$ cat config.mk
export PLATFORM = sky130hd
export DESIGN_NAME = oflow_buffer_fsm_read
export DESIGN_NICKNAME = d
export VERILOG_FILES = /design/src/rtl/oflow_buffer_fsm_read.sv
export SDC_FILE = /design/constraint.sdc
export NUM_CORES = 1
export LEC_CHECK = 0
export BUFFER_PORTS_ARGS = -buffer_cell sky130_fd_sc_hd__buf_2
export CORE_MARGIN = 2
export CORE_UTILIZATION = 43
export CTS_CLUSTER_SIZE = 40
export DETAILED_ROUTE_END_ITERATION = 10
export PLACE_DENSITY = 0.63
export SLEW_MARGIN = 20
export SYNTH_ARGS = -nofsm -noshare
export SYNTH_HDL_FRONTEND = slang
export SYNTH_SLANG_ARGS = --single-unit
$ cat constraint.sdc
create_clock -name clk -period 2.6 [get_ports clk]
set_clock_uncertainty 0.1 [all_clocks]
set_input_delay 0.13 -clock clk [delete_from_list [all_inputs] [get_ports clk]]
set_output_delay 0.13 -clock clk [all_outputs]
set_load 0.05 [all_outputs]
$ cat src/rtl/oflow_buffer_fsm_read.sv
// MEM-buffer read sequencer: loads one set of current-frame bboxes into the PE array,
// then walks the previous-frame history lines one read_new_line request at a time.
module oflow_buffer_fsm_read #(
   parameter int PE_NUM          = 24,
   parameter int ADDR_LEN        = 8,
   parameter int SET_LEN         = 4,
   parameter int REMAIN_BBOX_LEN = 9
) (
   input  logic                       clk,
   input  logic                       reset_N,
   input  logic                       frame_start,
   input  logic                       start_read,
   input  logic                       read_new_line,
   input  logic [REMAIN_BBOX_LEN-1:0] counter_of_remain_bboxes,
   input  logic [ADDR_LEN-1:0]        num_of_history_bboxes,
   output logic                       cur_rd_en,
   output logic [ADDR_LEN-1:0]        cur_rd_addr,
   output logic [PE_NUM-1:0]          pe_load_en,
   output logic                       hist_rd_en,
   output logic [ADDR_LEN-1:0]        hist_rd_addr,
   output logic                       hist_valid,
   output logic                       done_read,
   output logic                       done_history,
   output logic                       busy
);

   localparam int K_W = $clog2(PE_NUM + 1);

   typedef enum logic [2:0] {IDLE, READ_SET, FLUSH, LINE_READ, LINE_WAIT} state_t;

   state_t              state;
   logic [SET_LEN-1:0]  set_idx;
   logic [ADDR_LEN-1:0] line_idx;
   logic [ADDR_LEN-1:0] hist_cnt;
   logic [ADDR_LEN-1:0] base;
   logic [K_W-1:0]      k;
   logic [K_W-1:0]      n_set;
   logic [K_W-1:0]      n_req;
   logic [ADDR_LEN-1:0] base_req;

   function automatic logic [PE_NUM-1:0] pe_bit(input logic [K_W-1:0] idx);
      pe_bit = {{(PE_NUM-1){1'b0}}, 1'b1} << idx;
   endfunction

   assign n_req    = (counter_of_remain_bboxes > REMAIN_BBOX_LEN'(PE_NUM)) ?
                     K_W'(PE_NUM) : K_W'(counter_of_remain_bboxes);
   assign base_req = ADDR_LEN'(set_idx) * ADDR_LEN'(PE_NUM);
   assign busy     = (state != IDLE);

   always_ff @(posedge clk or negedge reset_N) begin
      if (!reset_N) begin
         state        <= IDLE;
         set_idx      <= '0;
         line_idx     <= '0;
         hist_cnt     <= '0;
         base         <= '0;
         k            <= '0;
         n_set        <= '0;
         cur_rd_en    <= 1'b0;
         cur_rd_addr  <= '0;
         pe_load_en   <= '0;
         hist_rd_en   <= 1'b0;
         hist_rd_addr <= '0;
         hist_valid   <= 1'b0;
         done_read    <= 1'b0;
         done_history <= 1'b0;
      end else begin
         // every output is a single-cycle strobe unless re-asserted below
         cur_rd_en    <= 1'b0;
         cur_rd_addr  <= '0;
         pe_load_en   <= '0;
         hist_rd_en   <= 1'b0;
         hist_rd_addr <= '0;
         hist_valid   <= 1'b0;
         done_read    <= 1'b0;
         done_history <= 1'b0;
         if (frame_start) begin
            state    <= IDLE;
            set_idx  <= '0;
            line_idx <= '0;
            k        <= '0;
         end else begin
            case (state)
               IDLE: begin
                  if (start_read) begin
                     n_set    <= n_req;
                     hist_cnt <= num_of_history_bboxes;
                     base     <= base_req;
                     k        <= '0;
                     if (n_req != '0) begin
                        state       <= READ_SET;
                        cur_rd_en   <= 1'b1;
                        cur_rd_addr <= base_req;
                     end else begin
                        state     <= FLUSH;
                        done_read <= 1'b1;
                        set_idx   <= set_idx + 1'b1;
                     end
                  end
               end
               READ_SET: begin
                  // read data for entry k returns now, so PE k latches it
                  pe_load_en <= pe_bit(k);
                  if (k == n_set - 1'b1) begin
                     state     <= FLUSH;
                     done_read <= 1'b1;
                     set_idx   <= set_idx + 1'b1;
                  end else begin
                     k           <= k + 1'b1;
                     cur_rd_en   <= 1'b1;
                     cur_rd_addr <= base + ADDR_LEN'(k) + 1'b1;
                  end
               end
               FLUSH: begin
                  k <= '0;
                  if (hist_cnt != '0) begin
                     state        <= LINE_READ;
                     line_idx     <= '0;
                     hist_rd_en   <= 1'b1;
                     hist_rd_addr <= '0;
                  end else begin
                     state        <= IDLE;
                     done_history <= 1'b1;
                  end
               end
               LINE_READ: begin
                  state      <= LINE_WAIT;
                  hist_valid <= 1'b1;
               end
               LINE_WAIT: begin
                  // a request coinciding with the data-valid cycle is dropped
                  if (read_new_line && !hist_valid) begin
                     if (line_idx == hist_cnt - 1'b1) begin
                        state        <= IDLE;
                        line_idx     <= '0;
                        done_history <= 1'b1;
                     end else begin
                        state        <= LINE_READ;
                        line_idx     <= line_idx + 1'b1;
                        hist_rd_en   <= 1'b1;
                        hist_rd_addr <= line_idx + 1'b1;
                     end
                  end
               end
               default: state <= IDLE;
            endcase
         end
      end
   end

endmodule

==> impl_metrics.ini, run 1 <==
[run_status]
status = finished clean

[worst_setup_path]
worstPathRequired_ns = 2.73
start_kind = flip-flop
arrival_ns = 2.49
critPathCaptureType = flip-flop
path_class = reg2reg
worstPathMaxFanout = 10

[synthesis]
yosysWarnings = 0
syn_avg_cell_area_sq_um = 10.5
yosysUniqueCellTypes = 62
synth_seq_cells = 83
synth.cell_area_sq_um = 4060
yosysTopAreaCellShare_pct = 51.2
yosysMostFrequentCell = dfrtp_1
synthArstFlopShare_pct = 100
yosysTopAreaCell = dfrtp_1
synth_edf_count = 0
synth_nets = 424
ys_seq_area_share_pct = 51.2
synthCells = 386
synth_area_leaders = dfrtp_1 51%, nor2_1 5.2%, ha_1 4.6%
synth_flop_cell = dfrtp_1
synthTopCellsByCount = 83 x dfrtp_1, 56 x nor2_1, 34 x nand2_1

[clocking]
clock_sinks = 83
htree_levels = 3
cts_buffers = 9
clk_latency_ns = 0.36
clk_pin_slew_ns = 0.08
ctsRootBufferMaster = clkbuf_8
cts_buffer_depth = 2
cts_tree = yes

[place]
dp_hpwl_microns = 6230
post-place-ws_ns = 0.259
gp_congestion = 0.808
portBuffers = 67

[drt]
wl_per_cell_microns = 14.6
wirelength_microns = 8620
drc = 0
vias = 3083
vias_per_cell = 5.23
postRouteAntennaNets = 0
first_pass_iters = 4
drt_iter0_drc = 133

[sta]
worst_slack_ns = 0.242
hold_viol = 0
period_minus_slack_ns = 2.36
worst_pin_slew_ns = 0.725
whs_ns = 0.0992
max_freq_mhz = 424
slew_headroom_pct = 51.7
finalSetupViolCount = 0
finalSetupTns_ns = 0
drv_slew = 0
post-route-period-util_pct = 90.7
grt_setup_unrepaired = false

[floorplan]
die_w_microns = 101
die-area_sq_um = 10200
die_h_microns = 101
start_util_pct = 44.1
ios = 68
rows = 35
core-area_sq_um = 9200

[final_layout]
drive_above_1_share_pct = 20.9
insertedDiodeCount = 0
syn2layout_area_growth_pct = 19.9
finalNetCount = 511

[run]
drv_cap = 0

[power_and_ir_drop]
leakagePower_nw = 2.45
vdd_ir_drop_max_uv = 296
p_per_area_nw_per_um2 = 638
p_total_mw = 3.10

[grt]
overflow = 0
met1_usage_pct = 24.9
grt_pass1_wl_microns = 14400
grt_util_met3_pct = 3.19
grt_max_degree = 84
grt_antenna_before_repair = 0
grt.busiest_layer = met2
grt_usage_pct = 18.1
grt_pass1_vias = 3004
grt.met2_usage_pct = 28.5

[min_path]
hold_class = in2reg
## cells by family (layout without fill, tap and decap cells)
family                   count (synthesis)  count (layout)  share of synthesized area [%]
flip-flops                              83              83                           51.2
AO/OA/AOI/OAI                           61              61                           11.3
buffers and inverters                   29             121                           3.15
multiplexers                            21              21                           5.68
XOR/XNOR                                26              26                           5.61
AND/OR/NAND/NOR                        150             150                           17.9
adder cells (fa/ha/maj)                 16              16                           5.12
## where the power goes
group	switching, mW	total [mW]	internal, mW
Combinational	0.402	0.671	0.269
Clock	0.463	0.938	0.476
Sequential	0.115	1.49	1.38
Total	0.980	3.10	2.12
## flip-flops by register name, summed over array words and instances (netlist names)
signal and count:
base 5, cur_rd_addr 8, cur_rd_en 1, done_history 1
done_read 1, hist_cnt 8, hist_rd_addr 8, hist_rd_en 1
hist_valid 1, k 5, line_idx 8, n_set 5
pe_load_en 24, set_idx 4, state 3
## cells in the final DEF (no fill, tap or decap), types with 5 or more instances in the layout
cell	count
a21oi_1	11
a32oi_1	5
and3_1	7
buf_2	66
buf_4	8
clkbuf_8	10
dfrtp_1	83
dlygate4sd3_1	14
ha_1	15
inv_1	15
mux2_1	15
mux2i_1	5
nand2_1	34
nand2b_1	7
nand3_1	10
nor2_1	56
nor2b_1	7
nor3_1	8
o21ai_1	8
xnor2_1	13
xor2_1	13
## layout make-up
| type | instances | area (sq um) |
|---|---|---|
| Clock buffer | 13 | 149 |
| Inverter | 16 | 60.1 |
| Timing Repair Buffer | 89 | 542 |
| Fill cell | 842 | 4330 |
| Sequential cell | 83 | 2080 |
| Multi-Input combinational cell | 274 | 1850 |
| Clock inverter | 3 | 46.3 |
| Tap cell | 111 | 139 |
## worst max-delay path: stages, from the launching register on
cell	delay (ns)
dfrtp_1	0.40
inv_1	0.06
ha_1	0.20
or3_1	0.38
a311o_1	0.52
a21oi_2	0.24
mux2_1	0.33
## routing by layer
metal / vias to the layer above / routed length, microns
met2: 71 / 4010
met4: 0 / 146
met3: 11 / 342
met1: 1484 / 4120
li1: 1517 / -
met5: - / 0
## final timing paths
check | from | endpoint | slack (ns) | cells past startpoint
max in group asynchronous | reset_N | pe_load_en[2]$_DFF_PN0_ | 1.63 | 2
min reg2reg | base[3]$_DFFE_PN0P_ | base[3]$_DFFE_PN0P_ | 0.41 | 1
max reg2reg | n_set[0]$_DFFE_PN0P_ | set_idx[0]$_DFFE_PN0P_ | 0.24 | 6
max | n_set[0]$_DFFE_PN0P_ | set_idx[0]$_DFFE_PN0P_ | 0.24 | 6
min | start_read | state[0]$_DFFE_PN0P_ | 0.1 | 4
min in group asynchronous | reset_N | pe_load_en[4]$_DFF_PN0_ | 0.28 | 2
## stage by stage
stage,instance area [sq um],utilization [%],instances
finish,4860,52.9,589
global route,4860,52.9,589
CTS,4860,52.9,589
detailed placement,4530,49.2,559
global placement,4530,49.2,559
floorplan,4060,-,386
## what timing repair did
item                      CTS  global route
hold buffers               14             0
buffers inserted            0             0
resized for setup           0             0
hold endpoints to repair   96             0
Power figures use the tool's default switching activity.
==> run 2: changes to the inputs <==
--- a/config.mk
+++ b/config.mk
@@ -5,12 +5,13 @@
 export SDC_FILE = /design/constraint.sdc
 export NUM_CORES = 1
 export LEC_CHECK = 0
+export ABC_AREA = 1
 export BUFFER_PORTS_ARGS = -buffer_cell sky130_fd_sc_hd__buf_2
 export CORE_MARGIN = 2
-export CORE_UTILIZATION = 43
+export CORE_UTILIZATION = 55
 export CTS_CLUSTER_SIZE = 40
 export DETAILED_ROUTE_END_ITERATION = 10
-export PLACE_DENSITY = 0.63
+export PLACE_DENSITY = 0.77
 export SLEW_MARGIN = 20
 export SYNTH_ARGS = -nofsm -noshare
 export SYNTH_HDL_FRONTEND = slang
==> impl_metrics.ini, run 2 <==
[grt]
grt_max_degree = 84
grt_pass1_vias = 3588
grt_pass1_wl_microns = 16000
grt_antenna_before_repair = 0
overflow = 0
grt_usage_pct = 23.5

[floorplan]
rows = 31
core-area_sq_um = 7330
die_w_microns = 91.5
die_h_microns = 91.5
start_util_pct = 57.4
ios = 68
die-area_sq_um = 8370

[worst_setup_path]
crit_chain = inv_1, ha_1, nand2_1, inv_1, nor2_1, nand2_1, nor2_1, nand3_1, nor2_1, nand2_2, nand3_2, o21ai_0
start_kind = flip-flop
crit_slowest_cell = dfrtp_1
cpPeakStageDelay_ns = 0.40
critPathCaptureType = flip-flop
arrival_ns = 2.16
worstPathMaxFanout = 13
critPathMostFrequentCell = nor2_1
crit_family = simple AND/OR/NAND/NOR gates
worstPathRequired_ns = 2.72
reg2reg_slack_ns = 0.56
path_class = reg2reg
crit_buf_inv = 2

[synthesis]
synth.cell_area_sq_um = 4210
synthCells = 514
synth_edf_count = 0
yosysWarnings = 0
synth_seq_cells = 83
synth_area_leaders = dfrtp_1 49%, nand2_1 11%, nor2_1 6.0%
synth_nets = 552
synthArstFlopShare_pct = 100
yosysTopAreaCellShare_pct = 49.3
yosysMostFrequentCell = nand2_1
syn_avg_cell_area_sq_um = 8.19
yosysUniqueCellTypes = 34
ys_seq_area_share_pct = 49.3
yosysTopAreaCell = dfrtp_1
synth_flop_cell = dfrtp_1
synthTopCellsByCount = 121 x nand2_1, 83 x dfrtp_1, 67 x nor2_1

[place]
gp_congestion = 0.860
dp_hpwl_microns = 6480
place_inst = 672
portBuffers = 67

[min_path]
hold_class = in2reg

[drt]
vias_per_cell = 5.13
wl_per_cell_microns = 13.0
first_pass_iters = 5
wirelength_microns = 9080
drt_iter0_drc = 166
vias = 3588
postRouteAntennaNets = 0
drc = 0

[clocking]
clock_sinks = 83
cts_tree = yes
ctsRootBufferMaster = clkbuf_8
hold_buffers = 13
clk_latency_ns = 0.35
cts_buffers = 9
clk_pin_slew_ns = 0.08
post-cts-setup-buffer-count = 0
htree_levels = 3
cts_resized = 0
cts_buffer_depth = 2

[sta]
slew_headroom_pct = 52.2
finalSetupViolCount = 0
grt_setup_unrepaired = false
max_freq_mhz = 490
hold_viol = 0
period_minus_slack_ns = 2.04
finalSetupTns_ns = 0
drv_slew = 0
worst_pin_slew_ns = 0.718
post-route-period-util_pct = 78.5

[final_layout]
finalNetCount = 635
final_cells = 700
final_common_cell = nand2_1
insertedDiodeCount = 0
fillers = 630
largest_reg_flops = 24
regMostFlops = pe_load_en
drive_above_1_share_pct = 18.5
layout_common_cells = 121 x nand2_1, 83 x dfrtp_1, 67 x nor2_1
syn2layout_area_growth_pct = 17.1

[power_and_ir_drop]
leakagePower_nw = 2.66
vdd_ir_drop_max_uv = 523
p_per_area_nw_per_um2 = 818

[run_status]
status = finished clean

[run]
drv_cap = 0
-- run 2: worst min-delay path, cell delays in order --
cell and delay [ns]:
buf_2 0.11, nand4_1 0.08, a211oi_1 0.09
-- run 2: final cells by class --
type / instances / area, sq um / share of cell area, %
Inverter: 68 / 255 / 5.18
Tap cell: 99 / 124 / 2.51
Multi-Input combinational cell: 353 / 1810 / 36.8
Sequential cell: 83 / 2080 / 42.1
Timing Repair Buffer: 82 / 487 / 9.87
Clock buffer: 10 / 138 / 2.79
Clock inverter: 5 / 38.8 / 0.786
-- run 2: metal layers --
metal  part of all wire (%)  vias to the layer above  track usage [%]
met5                      0                        -                0
met4                    1.6                        0             7.95
met3                    5.4                       13             3.57
met2                     49                       99             39.8
met1                     44                     1681             30.8
li1                       -                     1795                -
-- run 2: through the flow --
stage | power [mW] | hold slack, ns | cell area [sq um] | util [%] | setup slack, ns
after floorplan | 2.83 | -0.266 | 4210 | - | 0.807
after global placement | 3.15 | 0.240 | 4620 | 63.0 | 0.641
after detailed placement | 3.19 | 0.236 | 4620 | 63.0 | 0.550
after CTS | 4.05 | 0.00124 | 4930 | 67.2 | 0.537
after global routing | 4.36 | 0.0180 | 4930 | 67.3 | 0.217
final | 4.03 | 0.0143 | 4930 | 67.3 | 0.560
-- run 2: kinds of logic (layout without fill, tap and decap cells) --
logic type | count (synthesis) | count (layout) | synth area share (%)
compound gates | 53 | 53 | 7.19
xor+xnor | 13 | 13 | 2.70
fa+ha+maj | 16 | 16 | 4.93
buf+inv | 78 | 165 | 7.61
flops | 83 | 83 | 49.3
simple gates | 271 | 271 | 28.2
-- run 2: final timing paths --
kind	cells past startpoint	to	from
min reg2reg	2	base[3]$_DFFE_PN0P_	base[3]$_DFFE_PN0P_
min in group asynchronous	2	pe_load_en[1]$_DFF_PN0_	reset_N
min	3	done_read$_DFF_PN0_	start_read
max	12	line_idx[3]$_DFFE_PN0P_	hist_cnt[0]$_DFFE_PN0P_
max in group asynchronous	2	hist_cnt[2]$_DFFE_PN0P_	reset_N
max reg2reg	12	line_idx[3]$_DFFE_PN0P_	hist_cnt[0]$_DFFE_PN0P_
-- run 2: where the power goes --
| part | internal (mW) | switching, mW | total, mW |
|---|---|---|---|
| Sequential | 1.48 | 0.175 | 1.65 |
| Clock | 0.373 | 0.461 | 0.833 |
| Combinational | 0.482 | 1.07 | 1.55 |
==> run 3: changes to the inputs <==
--- a/config.mk
+++ b/config.mk
@@ -8,10 +8,10 @@
 export ABC_AREA = 1
 export BUFFER_PORTS_ARGS = -buffer_cell sky130_fd_sc_hd__buf_2
 export CORE_MARGIN = 2
-export CORE_UTILIZATION = 55
+export CORE_UTILIZATION = 51
 export CTS_CLUSTER_SIZE = 40
 export DETAILED_ROUTE_END_ITERATION = 10
-export PLACE_DENSITY = 0.77
+export PLACE_DENSITY = 0.75
 export SLEW_MARGIN = 20
 export SYNTH_ARGS = -nofsm -noshare
 export SYNTH_HDL_FRONTEND = slang
==> constraint.sdc (replaced) <==
create_clock -name clk -period 1.7 [get_ports clk]
set_clock_uncertainty 0.1 [all_clocks]
set_input_delay 0.085 -clock clk [delete_from_list [all_inputs] [get_ports clk]]
set_output_delay 0.085 -clock clk [all_outputs]
set_load 0.05 [all_outputs]
==> impl_metrics.ini, run 3 (synthesis gave the netlist of run 2 again) <==
[floorplan]
die_h_microns = 94.9
die_w_microns = 94.9
rows = 33
core-area_sq_um = 8090
ios = 68
die-area_sq_um = 9000
start_util_pct = 52.0

[final_layout]
layout_common_cells = 109 x nand2_1, 83 x dfrtp_1, 65 x buf_2
final_common_cell = nand2_1
drive_above_1_share_pct = 32.5
finalNetCount = 683
insertedDiodeCount = 0
regMostFlops = pe_load_en
largest_reg_flops = 24
syn2layout_area_growth_pct = 35.2

[drt]
first_pass_iters = 5
wl_per_cell_microns = 13.6
drt_iter0_drc = 243
vias_per_cell = 5.11
vias = 3855
drc = 0
wirelength_microns = 10300
postRouteAntennaNets = 0

[sta]
max_freq_mhz = 543
worst_slack_ns = -0.142
hold_viol = 0
drv_slew = 0
finalSetupViolCount = 39
worst_pin_slew_ns = 0.542
finalSetupTns_ns = -2.47
period_minus_slack_ns = 1.84
grt_setup_unrepaired = true
slew_headroom_pct = 63.7
post-route-period-util_pct = 108

[worst_setup_path]
rr_worst_depth = 14
start_kind = flip-flop
arrival_ns = 2.00
worstPathRequired_ns = 1.85
crit_buf_inv = 2
critPathMostFrequentCell = nand2_2
cpPeakStageDelay_ns = 0.39
worstPathMaxFanout = 6
reg2reg_slack_ns = -0.14
crit_slowest_cell = dfrtp_1
rr_endpoint = state[0]$_DFFE_PN0P_
cp.depth = 14
r2r_start = hist_cnt[0]$_DFFE_PN0P_
crit_start = hist_cnt[0]$_DFFE_PN0P_
critPathCaptureType = flip-flop
crit_family = simple AND/OR/NAND/NOR gates
worstSetupEndpoint = state[0]$_DFFE_PN0P_
path_class = reg2reg
crit_chain = inv_2, ha_4, nand2_2, inv_2, nor2_2, nand2_1, nor2_1, nand3_1, nor2_2, nand2_4, nand2_2, nand3_1, nand2_2, nand2_1

[power_and_ir_drop]
p_sw_share_pct = 40.0
switchingPower_mw = 3.03
sequentialPowerShare_pct = 33.2
leakagePower_nw = 2.96
vdd_ir_drop_max_uv = 770
combPwrFrac_pct = 43.8
pwr-share-clk_pct = 23.0
p_total_mw = 7.57
p_per_area_nw_per_um2 = 1330
p_int_mw = 4.54

[clocking]
clk_pin_slew_ns = 0.09
cts_buffers = 9
ctsRootBufferMaster = clkbuf_8
cts_tree = yes
clock_sinks = 83
cts_buffer_depth = 2
htree_levels = 3
clk_latency_ns = 0.35

[grt]
grt_pass1_vias = 3588
overflow = 0
grt_pass1_wl_microns = 16300
grt_antenna_before_repair = 0
grt_usage_pct = 23.2
grt_max_degree = 56

[place]
gp_congestion = 0.913
portBuffers = 67
dp_hpwl_microns = 7050

[run_status]
violations = negative setup slack
status = complete, but fails checks

[run]
drv_cap = 0

[min_path]
hold_class = in2async
==> run 3: cell count changes in the layout (fill, tap and decap cells not counted), moves of 8 or more <==
cell / change
nand2_2: +10
inv_1: -9
buf_4: +37
o21ai_1: +8
nand2_1: -12
o21ai_0: -12
inv_2: +9
nor2_1: -16
nor2_2: +12
==> run 3: through the flow <==
stage | setup WS [ns] | util [%] | cell area, sq um | instances | hold slack [ns]
after global placement | -0.130 | 60.6 | 4910 | 711 | -0.0657
after floorplan | -0.0222 | - | 4230 | 514 | -0.311
final | -0.142 | 70.3 | 5690 | 755 | 0.0905
after detailed placement | -0.231 | 60.6 | 4910 | 711 | -0.0602
after CTS | -0.130 | 67.4 | 5460 | 750 | 0.103
after global routing | -0.302 | 70.3 | 5690 | 755 | 0.132
==> run 3: worst reg2reg max path, delay by kind of cell (launching register included) <==
family | cells | cell delay [ns]
buffers and inverters | 2 | 0.14
adders and majority gates | 1 | 0.21
DFF | 1 | 0.39
and+or+nand+nor | 11 | 0.90
==> run 3: worst min path at each step <==
stage | to | startpoint | slack, ns
2_1_floorplan | base[3]$_DFFE_PN0P_ | reset_N | -0.31
3_3_place_gp | n_set[1]$_DFFE_PN0P_ | reset_N | -0.07
3_5_place_dp | n_set[1]$_DFFE_PN0P_ | reset_N | -0.06
4_1_cts | n_set[1]$_DFFE_PN0P_ | reset_N | 0.10
5_1_grt | n_set[1]$_DFFE_PN0P_ | reset_N | 0.13
6_report | n_set[1]$_DFFE_PN0P_ | reset_N | 0.09
==> run 3: layout make-up <==
class                      count  area [sq um]
sequential                    83          2080
inverter                      68           255
clock buffer                   9           124
clock inverter                 7           124
tap                          105           131
multi-input combinational    354          2100
fill                         640          2400
timing repair buffer         129           886
==> run 3: power groups by stage <==
stage               clock network [mW]  logic (mW)  registers (mW)
floorplan                            0        1.64            2.73
global placement                     0        2.66            2.52
detailed placement                   0        2.73            2.53
CTS                               1.74        2.97            2.50
global route                      1.84        3.67            2.55
finish                            1.74        3.32            2.52
==> run 3: what timing repair did <==
| action | CTS | global route |
|---|---|---|
| resized for setup | 28 | 59 |
| hold buffers | 18 | 0 |
| endpoints found under the setup margin | 38 | 63 |
| cloned | 0 | 1 |
| pin swaps | 8 | 25 |
| buffers inserted | 5 | 4 |
| hold endpoints to repair | 98 | 0 |
==> run 3: routing by layer <==
| layer | track usage [%] | part of all wire, % | vias to the layer above |
|---|---|---|---|
| li1 | - | - | 1901 |
| met1 | 31.4 | 44 | 1800 |
| met2 | 37.5 | 49 | 137 |
| met3 | 4.31 | 5.3 | 17 |
| met4 | 8.45 | 1.9 | 0 |
| met5 | 0 | 0 | - |
